[src/rtl/spi_pkg.sv]
// Shared types and constants for the SPI slave core.
//   spi_state_e : frame FSM states (idle / shifting)
//   spi_mode_t  : CPOL/CPHA pair; MODE0..MODE3 are the standard SPI modes
package spi_pkg;

  typedef enum logic [0:0] {
    StIdle  = 1'b0,
    StShift = 1'b1
  } spi_state_e;

  typedef struct packed {
    logic cpol;
    logic cpha;
  } spi_mode_t;

  localparam spi_mode_t MODE0 = '{cpol: 1'b0, cpha: 1'b0};
  localparam spi_mode_t MODE1 = '{cpol: 1'b0, cpha: 1'b1};
  localparam spi_mode_t MODE2 = '{cpol: 1'b1, cpha: 1'b0};
  localparam spi_mode_t MODE3 = '{cpol: 1'b1, cpha: 1'b1};

endpackage

[src/rtl/spi_sync.sv]
// Multi-flop synchroniser for one asynchronous input bit.
//   clk, rst_n : destination clock, async active-low reset
//   d          : asynchronous input
//   q          : synchronised output (last stage)
// RESET_VAL sets the value every stage takes during reset.
module spi_sync #(
  parameter int unsigned STAGES    = 2,
  parameter bit          RESET_VAL = 1'b0
) (
  input  logic clk,
  input  logic rst_n,
  input  logic d,
  output logic q
);

  logic [STAGES-1:0] sync_q, sync_d;

  always_comb begin
    sync_d = {sync_q[STAGES-2:0], d};
  end

  always_ff @(posedge clk or negedge rst_n) begin
    if (!rst_n) begin
      sync_q <= {STAGES{RESET_VAL}};
    end else begin
      sync_q <= sync_d;
    end
  end

  assign q = sync_q[STAGES-1];

endmodule

[src/rtl/spi_slave_core.sv]
// SPI slave core, oversampled in the clk domain.
//   clk, rst_n       : peripheral clock, async active-low reset
//   sclk, cs_n, mosi : SPI bus from master (asynchronous)
//   miso             : registered serial data to master
//   rx_valid/rx_data : one-clk pulse and held word on each complete receive
//   tx_data/tx_taken : word to send, one-clk pulse each time it is loaded
//   busy             : frame in progress
module spi_slave_core
  import spi_pkg::*;
#(
  parameter int unsigned DATA_W      = 8,
  parameter int unsigned SYNC_STAGES = 2,
  parameter bit          CPOL        = 1'b0,
  parameter bit          CPHA        = 1'b0,
  parameter bit          LSB_FIRST   = 1'b0
) (
  input  logic              clk,
  input  logic              rst_n,
  input  logic              sclk,
  input  logic              cs_n,
  input  logic              mosi,
  output logic              miso,
  output logic              rx_valid,
  output logic [DATA_W-1:0] rx_data,
  input  logic [DATA_W-1:0] tx_data,
  output logic              tx_taken,
  output logic              busy
);

  localparam int unsigned       CNT_W      = $clog2(DATA_W);
  localparam logic [CNT_W-1:0]  LAST_BIT   = CNT_W'(DATA_W - 1);
  // Edge detection is held off until the synchronisers and delay flops carry
  // real input values, so a cs_n already low at reset release is not a frame start.
  localparam logic [2:0]        FLUSH_DONE = 3'(SYNC_STAGES + 1);

  logic sclk_s, cs_n_s, mosi_s;

  spi_sync #(.STAGES(SYNC_STAGES), .RESET_VAL(CPOL)) u_sync_sclk (
    .clk(clk), .rst_n(rst_n), .d(sclk), .q(sclk_s)
  );
  spi_sync #(.STAGES(SYNC_STAGES), .RESET_VAL(1'b1)) u_sync_cs (
    .clk(clk), .rst_n(rst_n), .d(cs_n), .q(cs_n_s)
  );
  spi_sync #(.STAGES(SYNC_STAGES), .RESET_VAL(1'b0)) u_sync_mosi (
    .clk(clk), .rst_n(rst_n), .d(mosi), .q(mosi_s)
  );

  spi_state_e        state_q, state_d;
  logic              sclk_dly_q, sclk_dly_d, cs_dly_q, cs_dly_d;
  logic [2:0]        flush_q, flush_d;
  logic [DATA_W-1:0] tx_sr_q, tx_sr_d, rx_sr_q, rx_sr_d, rx_data_q, rx_data_d;
  logic [CNT_W-1:0]  bit_cnt_q, bit_cnt_d;
  logic              skip_q, skip_d;      // CPHA=1: first shift edge of frame is a no-op
  logic              reload_q, reload_d;  // word done: next shift edge loads tx_data
  logic              rx_valid_q, rx_valid_d, tx_taken_q, tx_taken_d, miso_q, miso_d;

  logic              sync_ready, lead, trail, sample_edge, shift_edge, cs_fall, cs_rise;
  logic [DATA_W-1:0] rx_next, tx_next;

  always_comb begin
    sync_ready  = (flush_q == FLUSH_DONE);
    flush_d     = sync_ready ? flush_q : flush_q + 3'd1;
    sclk_dly_d  = sclk_s;
    cs_dly_d    = cs_n_s;
    lead        = sync_ready && (sclk_dly_q == CPOL) && (sclk_s != CPOL);
    trail       = sync_ready && (sclk_dly_q != CPOL) && (sclk_s == CPOL);
    sample_edge = CPHA ? trail : lead;
    shift_edge  = CPHA ? lead : trail;
    cs_fall     = sync_ready && cs_dly_q && !cs_n_s;
    cs_rise     = sync_ready && !cs_dly_q && cs_n_s;
    rx_next     = LSB_FIRST ? {mosi_s, rx_sr_q[DATA_W-1:1]} : {rx_sr_q[DATA_W-2:0], mosi_s};
    tx_next     = LSB_FIRST ? (tx_sr_q >> 1) : (tx_sr_q << 1);
  end

  always_comb begin
    state_d    = state_q;
    tx_sr_d    = tx_sr_q;
    rx_sr_d    = rx_sr_q;
    rx_data_d  = rx_data_q;
    bit_cnt_d  = bit_cnt_q;
    skip_d     = skip_q;
    reload_d   = reload_q;
    rx_valid_d = 1'b0;
    tx_taken_d = 1'b0;

    unique case (state_q)
      StIdle: begin
        if (cs_fall) begin
          state_d    = StShift;
          tx_sr_d    = tx_data;
          tx_taken_d = 1'b1;
          rx_sr_d    = '0;
          bit_cnt_d  = '0;
          skip_d     = CPHA;
          reload_d   = 1'b0;
        end
      end
      StShift: begin
        if (sample_edge) begin
          rx_sr_d = rx_next;
          if (bit_cnt_q == LAST_BIT) begin
            rx_data_d  = rx_next;
            rx_valid_d = 1'b1;
            bit_cnt_d  = '0;
            reload_d   = 1'b1;
          end else begin
            bit_cnt_d = bit_cnt_q + CNT_W'(1);
          end
        end
        if (shift_edge) begin
          if (skip_q) begin
            skip_d = 1'b0;
          end else if (reload_q) begin
            tx_sr_d    = tx_data;
            tx_taken_d = 1'b1;
            reload_d   = 1'b0;
          end else begin
            tx_sr_d = tx_next;
          end
        end
        // Evaluated after the sample edge so a word finishing in this clk still completes.
        if (cs_rise) begin
          state_d   = StIdle;
          rx_sr_d   = '0;
          bit_cnt_d = '0;
          skip_d    = 1'b0;
          reload_d  = 1'b0;
        end
      end
      default: state_d = StIdle;
    endcase

    miso_d = (state_d == StShift) ? (LSB_FIRST ? tx_sr_d[0] : tx_sr_d[DATA_W-1]) : 1'b0;
  end

  always_ff @(posedge clk or negedge rst_n) begin
    if (!rst_n) begin
      state_q    <= StIdle;
      sclk_dly_q <= CPOL;
      cs_dly_q   <= 1'b1;
      flush_q    <= '0;
      tx_sr_q    <= '0;
      rx_sr_q    <= '0;
      rx_data_q  <= '0;
      bit_cnt_q  <= '0;
      skip_q     <= 1'b0;
      reload_q   <= 1'b0;
      rx_valid_q <= 1'b0;
      tx_taken_q <= 1'b0;
      miso_q     <= 1'b0;
    end else begin
      state_q    <= state_d;
      sclk_dly_q <= sclk_dly_d;
      cs_dly_q   <= cs_dly_d;
      flush_q    <= flush_d;
      tx_sr_q    <= tx_sr_d;
      rx_sr_q    <= rx_sr_d;
      rx_data_q  <= rx_data_d;
      bit_cnt_q  <= bit_cnt_d;
      skip_q     <= skip_d;
      reload_q   <= reload_d;
      rx_valid_q <= rx_valid_d;
      tx_taken_q <= tx_taken_d;
      miso_q     <= miso_d;
    end
  end

  assign miso     = miso_q;
  assign rx_valid = rx_valid_q;
  assign rx_data  = rx_data_q;
  assign tx_taken = tx_taken_q;
  assign busy     = (state_q == StShift);

endmodule

[config.mk]
export PLATFORM = sky130hd
export DESIGN_NAME = spi_slave_core
export DESIGN_NICKNAME = d
export VERILOG_FILES = /design/src/rtl/spi_pkg.sv /design/src/rtl/spi_sync.sv /design/src/rtl/spi_slave_core.sv
export SDC_FILE = /design/constraint.sdc
export NUM_CORES = 1
export LEC_CHECK = 0
export ABC_AREA = 1
export BUFFER_PORTS_ARGS = -buffer_cell sky130_fd_sc_hd__buf_2
export CAP_MARGIN = 15
export CORE_MARGIN = 4
export CORE_UTILIZATION = 30
export DETAILED_ROUTE_END_ITERATION = 16
export PLACE_DENSITY = 0.56
export SLEW_MARGIN = 20
export SYNTH_ARGS = -nofsm -noshare
export SYNTH_HDL_FRONTEND = slang
export SYNTH_SLANG_ARGS = --single-unit
[constraint.sdc]
create_clock -name clk -period 2.65 [get_ports clk]
set_input_delay 0.265 -clock clk [delete_from_list [all_inputs] [get_ports clk]]
set_output_delay 0.265 -clock clk [all_outputs]
set_load 0.1 [all_outputs]
Yosys cells after proc, flatten, opt, wreduce, memory -nomap -nowiden:

Index checks and enable logic that the tools add are counted.

* bits of input ports: 13
* word-level logic and storage cells: 79
* output and inout bits: 12
* register bits after elaboration: 43

* equal/unequal tests: 7
* $add $sub $neg: 2
* bitwise logic cells: 3
* multiplexer cells: 36
* reductions and logical operators: 14

Operators by type and width (count)
* two-way mux 8 bit: 4
* two-way mux 7 bit: 3
* two-way mux 1 bit: 18
* one-hot mux 8 bit (2 select lines): 1
* one-hot mux 7 bit (2 select lines): 1
* two-way mux 3 bit: 4
* logical AND 1 bit: 8
* one-hot mux 1 bit (2 select lines): 4
* adder 3 x 1 -> 3 bit, second input constant: 2
* inequality test 3 x 1 -> 1 bit, second input constant: 2
* one-hot mux 3 bit (2 select lines): 1
* AND reduction 3 bit: 2
* inequality test 2 bit, second input constant: 2
* AND reduction 2 bit: 2
* == test 3 x 2 -> 1 bit, second input constant: 1
* == test 3 bit, second input constant: 1
* NOT 1 bit: 3
* logical NOT 1 bit: 2
* inequality test 2 x 1 -> 1 bit, second input constant: 1

Logic depth before layout (Yosys ltp):

Gate-level depths: netlist of the first run.

* depth after elaboration: 9
* gate-level depth with buffers: 10
* gate-level depth less buffers: 9

Cells and area by module:

Synthesis of the first run repeated with hierarchy kept, for this count alone.

* cell total of the unflattened synthesis: 205
* area total of the unflattened synthesis: 1859.3 um^2

By module, submodules not included
* spi_slave_core: instances 1, area an instance 1706.6 um^2, seq. area each 902.1 um^2, cells an instance 199
* spi_sync at u_sync_mosi ...: instances 2, area an instance 50.0 um^2, seq. area each 50.0 um^2, cells an instance 2
* spi_sync at u_sync_cs: instances 1, area an instance 52.6 um^2, seq. area each 52.6 um^2, cells an instance 2

Worst setup path after synthesis of the first run:

Ideal clock, no wire load.

* kind: register to register
* start: reg state_q, in the netlist busy
* end: reg rx_sr_q[1]
* stages on the path, launching flop included: 7
* setup slack: 0.887 ns
* data required time: 2.585 ns
* setup time: 0.065 ns
* period minus slack after synthesis: 1.763 ns
* arrival: 1.698 ns
* buffers on the path: 2
* path through: dfrtp_1 -> buf_4 -> inv_1 -> nand2_2 -> buf_6 -> nand4_1 -> nand2_1

* longest elaborated chain between the ends: 3
* elaborated cells on any way between the ends: 5
* classes of those cells: eq/ne (2); mux (1); bitwise (1); reduce/logical (1)

RTL lines
* start: declaration: RTL line spi_slave_core.sv:48 `spi_state_e state_q, state_d;`
* start signal: assignment: RTL line spi_slave_core.sv:138 `state_q <= StIdle;`
* start signal: assignment: RTL line spi_slave_core.sv:152 `state_q <= state_d;`
* NOT 1 bit
* inequality test 2 bit (no line)
* AND reduction 2 bit (no line)
* end signal: assignment: RTL line spi_slave_core.sv:157 `rx_sr_q <= rx_sr_d;`
* end: declaration: RTL line spi_slave_core.sv:51 `logic [DATA_W-1:0] tx_sr_q, tx_sr_d, rx_sr_q, rx_sr_d, rx_data_q, rx_data_d;`

Several ways; a longest one is shown, not always the timed one.
A chain may end at the register's enable or synchronous reset.

Final worst setup path of the first run:

* start: reg flush_q[0]
* end: reg rx_data_q[0], in the netlist rx_data[0]

* longest elaborated chain between the ends: 4

RTL lines
* start: declaration: RTL line spi_slave_core.sv:50 `logic [2:0] flush_q, flush_d;`
* start signal: assignment: RTL line spi_slave_core.sv:155 `flush_q <= flush_d;`
* == test 3 x 2 -> 1 bit: RTL line spi_slave_core.sv:61 `sync_ready = (flush_q == FLUSH_DONE);`
* logical AND 1 bit (2 in a row): RTL line spi_slave_core.sv:65 `lead = sync_ready && (sclk_dly_q == CPOL) && (sclk_s != CPOL);`
* AND reduction 3 bit (no line)
* end signal: assignment: RTL line spi_slave_core.sv:158 `rx_data_q <= rx_data_d;`
* end: declaration: RTL line spi_slave_core.sv:51

Every way passes these cells.

==> results of run 1 <==
==> synthesized netlist by cell type <==
master,instances,area share (%)
a21oi_1,1,0.27
nand4_1,12,4.0
xnor2_1,1,0.47
clkinv_1,2,0.40
dfstp_2,3,4.2
inv_2,5,1.0
inv_1,8,1.6
nor2_4,2,1.2
nand3_1,17,4.6
nor2_1,1,0.20
ha_1,4,2.7
o21ai_4,1,0.88
dfrtp_1,39,53
o21ai_0,3,0.81
nand3_4,1,0.94
buf_6,2,1.2
o21ai_1,1,0.27
mux2_2,1,0.61
buf_2,1,0.27
buf_4,3,1.2
nand2_1,91,18
nand2_2,6,2.0
==> worst max-delay path: cells and delay by family, from the launching register on <==
| kind | cells | cell delay, ns |
|---|---|---|
| adders and majority gates | 2 | 0.54 |
| and+or+nand+nor | 4 | 0.45 |
| buffers and inverters | 2 | 0.39 |
| DFF | 1 | 0.37 |
==> logic make-up (layout without fill, tap and decap cells) <==
kind of cell | count (synthesis) | after routing | share of synthesized area [%]
multiplexers | 1 | 1 | 0.607
buffers and inverters | 21 | 46 | 5.73
adder cells (fa/ha/maj) | 4 | 4 | 2.70
AO/OA/AOI/OAI | 6 | 6 | 2.22
AND/OR/NAND/NOR | 130 | 130 | 31.4
flip-flops | 42 | 42 | 56.8
XOR/XNOR | 1 | 1 | 0.472
==> worst paths after layout <==
kind                                              endpoint  depth (start not counted)  slack (ns)
hold / removal               u_sync_cs.sync_q[0]$_DFF_PN1_                          1        0.07
setup / recovery                    rx_data[0]$_DFFE_PN0P_                          8        0.82
hold reg to reg            u_sync_sclk.sync_q[1]$_DFF_PN0_                          0        0.35
setup reg to reg                    rx_data[0]$_DFFE_PN0P_                          8        0.82
min in group asynchronous             tx_sr_q[7]$_DFF_PN0_                          1        0.10
max in group asynchronous         bit_cnt_q[2]$_DFFE_PN0P_                          1        1.99
==> report_power, final <==
part / internal (mW) / switching (mW)
clock: 0.181 / 0.198
combinational: 0.0662 / 0.175
sequential: 0.699 / 0.0415
==> sequential cells by signal, indices dropped and copies added, names as in the netlist, 2 cells and up <==
| name | count |
|---|---|
| u_sync_mosi.sync_q | 2 |
| flush_q | 3 |
| rx_sr_q | 7 |
| rx_data | 8 |
| u_sync_cs.sync_q | 2 |
| u_sync_sclk.sync_q | 2 |
| tx_sr_q | 8 |
| bit_cnt_q | 3 |
==> layout make-up <==
type	instances	area, um^2	share of cell area [%]
timing repair buffer	24	120	5.73
clock buffer	7	76.3	3.64
inverter	15	56.3	2.69
sequential	42	1050	50.3
multi-input combinational	142	694	33.1
tap	75	93.8	4.48
==> metal layers <==
metal | vias up | routed length, um | track usage, %
li1 | 706 | - | -
met1 | 620 | 1750 | 14.3
met2 | 19 | 1570 | 15.9
met3 | 6 | 114 | 2.57
met4 | 0 | 75 | 4.67
met5 | - | 0 | 0
==> impl_results.md, run 1 <==
* Largest net degree at the start of global routing at 43
* Die Ht at 86.6 um
* Crit-path max FO at 12
* Vias per cell at 4.43
* Worst R2R Start: flush_q[0]$_DFFE_PN0P_
* Critical path class: register to register
* Die area at 7510 um^2
* Area Growth Syn to Fin at 12.9%
* Final core area utilization at 35.2%
* Post-CTS setup buffer count at 0
* Design area at 2100 um^2
* First-pass GRT wire length at 6.18 mm
* CP endpoint kind: register
* Cell count after synthesis at 205
* Post-Syn Area at 1860 um^2
* Actual slew at the worst max-slew pin at 0.900 ns
* Setup WS pre-CTS at 0.812 ns
* Final Hold Vio Count at 0
* Via Count at 1351
* Synth Register Bits at 42
* Grt total ovfl at 0
* Worst path arrival time at 2.06 ns
* Final min period at 1.83 ns
* Clk_lat worst skew at 0.29 ns
* Worst Path Required at 2.88 ns
* Clock skew at 0.00873 ns
* Filler Cell Count at 629
* Total CTS buffers at 5
* CTS tree: yes
* Antenna cells at 0
* Clock slew at reported path FFs at 0.07 ns
* Drt wl/cell at 11.5 um
* Power Dens Cells at 650 nW/um^2
* # clock sinks at 42
* Vias in the first global route at 1331
* Critical-path cell list: ha_1, ha_1, nand3_1, inv_2, nand3_4, inv_2, nand2_1, nand2_1
* Bufs on Longest Clock Path at 2
* Die Wd at 86.6 um
* # DRC at 0
* Power Total at 1.36 mW
* Num rows at 28
* Post-Syn Nets at 222
* IO Pins at 25
* Initial antenna violation count at 0
* Max Transition Viols Final at 0
* Antenna viol nets, final at 0
* Routed wire length at 3.51 mm
* HPWL after detailed placement at 2.52 mm
* Slew headroom at 40.0%
* Setup WS post-layout at 0.819 ns
* Initial Util at 31.2%
* Slowest Stage Delay on Critical Path at 0.39 ns
* CP Launch Type: register
* Pleak at 1.13 nW
* Overall Global Routing Usage at 10.5%
* MaxCap Viol Count at 0
* Non-Filler Instances at 305
* Synth Warn # at 0
* Outcome: completed
* Total core area at 5960 um^2
* Peak supply drop at 0.000285 V
* Hold Slack at 0.0665 ns
* Final setup viols at 0
* Maximum clock rate at 546 MHz
* Dpl cells at 298
* Fin crit share at 69.1%
* Slowest-stage cell, CP: ha_1
* Post_cts resized at 0
* CTS root buffer: clkbuf_8
* Most frequent cells in the layout: nand2_1, dfrtp_1, buf_2
* Hold buffer count at cts at 0
* Commonest non-fill, non-tap cell in the layout: nand2_1
* Fin nets at 247
* Distinct cells, synth at 22
* Avg Inst Size Synth at 9.05 um^2
* Worst hold path class: input port to register
* DRT Pass-1 Iters at 4
* Share of cells above drive strength 1 at 20.9%
* Start point of the worst min-delay path: cs_n
* RSZ-0062 raised after global routing: no
* Sequential cell area fraction in the yosys report at 56.8%
* H-tree levels at 2
* Placed instance area at 2020 um^2
* # port buffers at 24
* DRT iter0 DRCs at 84
* Crit path launch: flush_q[0]$_DFFE_PN0P_
* Setup TNS at 0 ns
* Gp weighted congestion at 0.717
(Power assumes the default switching activity.)
==> run 2, diff against run 1 <==
PLACE_DENSITY = 0.58   (was 0.56)
clock period = 1.6 ns   (was 2.65 ns; I/O delays follow)
==> run 2 against run 1 <==
Against the previous run:
- critical path type unchanged
- via count rose by 5.3%
- total power rose by 85%
- die area did not move
- sequential share of layout area fell by 4.5 points
- utilization rose by 3.5 points
- fmax rose by 25%
- first-iteration DRC count rose by 7.1%
- hold slack improved by 0.029 ns
- wire length rose by 1.5%
- sequential cell count did not move
- non-clock buffer count rose by 14
- combinational power rose by 89%
==> impl_results.md, run 2 (synthesized netlist as in run 1, its figures left out) <==
* Final setup viols at 0
* DRT iter0 DRCs at 90
* Filler Cell Count at 630
* Sw Share at 28.4%
* Commonest non-fill, non-tap cell in the layout: nand2_1
* Final Hold Vio Count at 0
* MaxCap Viol Count at 0
* Gp weighted congestion at 0.731
* Actual slew at the worst max-slew pin at 0.493 ns
* Clock slew at reported path FFs at 0.08 ns
* Internal power at 1.81 mW
* Max Transition Viols Final at 0
* # clock sinks at 42
* Antenna cells at 0
* Worst Path Required at 1.83 ns
* Design area at 2300 um^2
* RSZ-0062 raised after global routing: no
* Clock skew at 0.00588 ns
* HPWL after detailed placement at 2.57 mm
* Fin nets at 261
* Vias in the first global route at 1328
* Setup WS post-layout at 0.131 ns
* Antenna viol nets, final at 0
* Placed instance area at 2110 um^2
* Setup WS pre-CTS at -0.0705 ns
* Worst path arrival time at 1.70 ns
* Share of cells above drive strength 1 at 26.6%
* Via Count at 1423
* CP endpoint kind: register
* Die Wd at 86.6 um
* Area Growth Syn to Fin at 24.1%
* Die Ht at 86.6 um
* Hold Slack at 0.0958 ns
* Crit-path max FO at 9
* Largest net degree at the start of global routing at 43
* Vias per cell at 4.46
* CTS root buffer: clkbuf_8
* Power Total at 2.52 mW
* FF-to-FF setup slack at 0.13 ns
* First-pass GRT wire length at 6.08 mm
* Slowest-stage cell, CP: dfrtp_1
* IO Pins at 25
* Critical-path cell list: ha_4, ha_4, nand3_1, inv_2, nand3_4, inv_2, nand2_1, nand2_1
* CP Launch Type: register
* Pleak at 1.23 nW
* Most frequent cells in the layout: nand2_1, dfrtp_1, buf_2
* Overall Global Routing Usage at 10.3%
* Critical path class: register to register
* Num rows at 28
* Initial antenna violation count at 0
* Grt total ovfl at 0
* Fin crit share at 91.8%
* H-tree levels at 2
* # port buffers at 24
* Clock Power Share at 33.5%
* Slowest Stage Delay on Critical Path at 0.39 ns
* Drt wl/cell at 11.2 um
* Bufs on Longest Clock Path at 2
* Worst hold path class: input port to register
* Die area at 7510 um^2
* Setup TNS at 0 ns
* Final min period at 1.47 ns
* CTS tree: yes
* Sequential power share at 48.5%
* Non-Filler Instances at 319
* Outcome: completed
* Total CTS buffers at 5
* Power Dens Cells at 1100 nW/um^2
* Initial Util at 31.2%
* Total core area at 5960 um^2
* Comb power frac at 18.0%
* # DRC at 0
* Maximum clock rate at 681 MHz
* Dpl cells at 306
* Routed wire length at 3.56 mm
* Slew headroom at 67.4%
* Clk_lat worst skew at 0.29 ns
* Net Sw Power at 0.718 mW
* Final core area utilization at 38.7%
* DRT Pass-1 Iters at 4
* Peak supply drop at 0.000382 V
-- run 2: cell types whose count changed in the layout (fill, tap and decap cells not counted), sizes merged --
cell,delta
clkbuf,-1
bufinv,+1
dlygate4sd3,+4
buf,+10
-- run 2: layer usage --
layer | track usage [%] | vias up | wire length, um
li1 | - | 734 | -
met1 | 13.2 | 660 | 1710
met2 | 16.5 | 24 | 1650
met3 | 3.14 | 5 | 141
met4 | 3.40 | 0 | 54
met5 | 0 | - | 0
-- run 2: worst paths after layout --
check / endpoint / cells after the start / from
max reg2reg: rx_data[1]$_DFFE_PN0P_ / 8 / flush_q[1]$_DFFE_PN0P_
min: tx_sr_q[6]$_DFFE_PN0P_ / 3 / tx_data[6]
max in group asynchronous: cs_dly_q$_DFF_PN1_ / 3 / rst_n
max: rx_data[1]$_DFFE_PN0P_ / 8 / flush_q[1]$_DFFE_PN0P_
min reg2reg: u_sync_sclk.sync_q[1]$_DFF_PN0_ / 0 / u_sync_sclk.sync_q[0]$_DFF_PN0_
min in group asynchronous: rx_data[4]$_DFFE_PN0P_ / 3 / rst_n
-- run 2: timing repair --
action                                  4_1_cts  5_1_grt
hold buffers                                  4        0
gates cloned                                  0        0
setup buffers                                 0        2
gates resized for setup                       2        4
endpoints found under the setup margin       26       26
endpoints found under the hold margin        42        0
pin swaps                                     0        3
-- run 2: area by class of cell --
type                       instances  area, um^2  share of cell area (%)
multi-input combinational        142         722                    31.4
timing repair buffer              38         260                    11.3
sequential                        42        1060                    45.9
clock inverter                     1        30.0                    1.30
tap                               75        93.8                    4.08
inverter                          15        57.6                    2.50
clock buffer                       6        82.6                    3.59
-- run 2: critical path: cells and delay by family (launching register included) --
kind / cells / cell delay [ns]
AND/OR/NAND/NOR: 4 / 0.39
buffers and inverters: 2 / 0.30
adder cells (fa/ha/maj): 2 / 0.33
flip-flops: 1 / 0.39
-- run 2: power by group through the flow --
stage | sequential (mW) | clock (mW) | combinational (mW)
2_1_floorplan | 1.31 | 0 | 0.259
3_3_place_gp | 1.24 | 0 | 0.444
3_5_place_dp | 1.24 | 0 | 0.453
4_1_cts | 1.22 | 0.874 | 0.460
5_1_grt | 1.24 | 0.924 | 0.519
6_report | 1.22 | 0.846 | 0.455
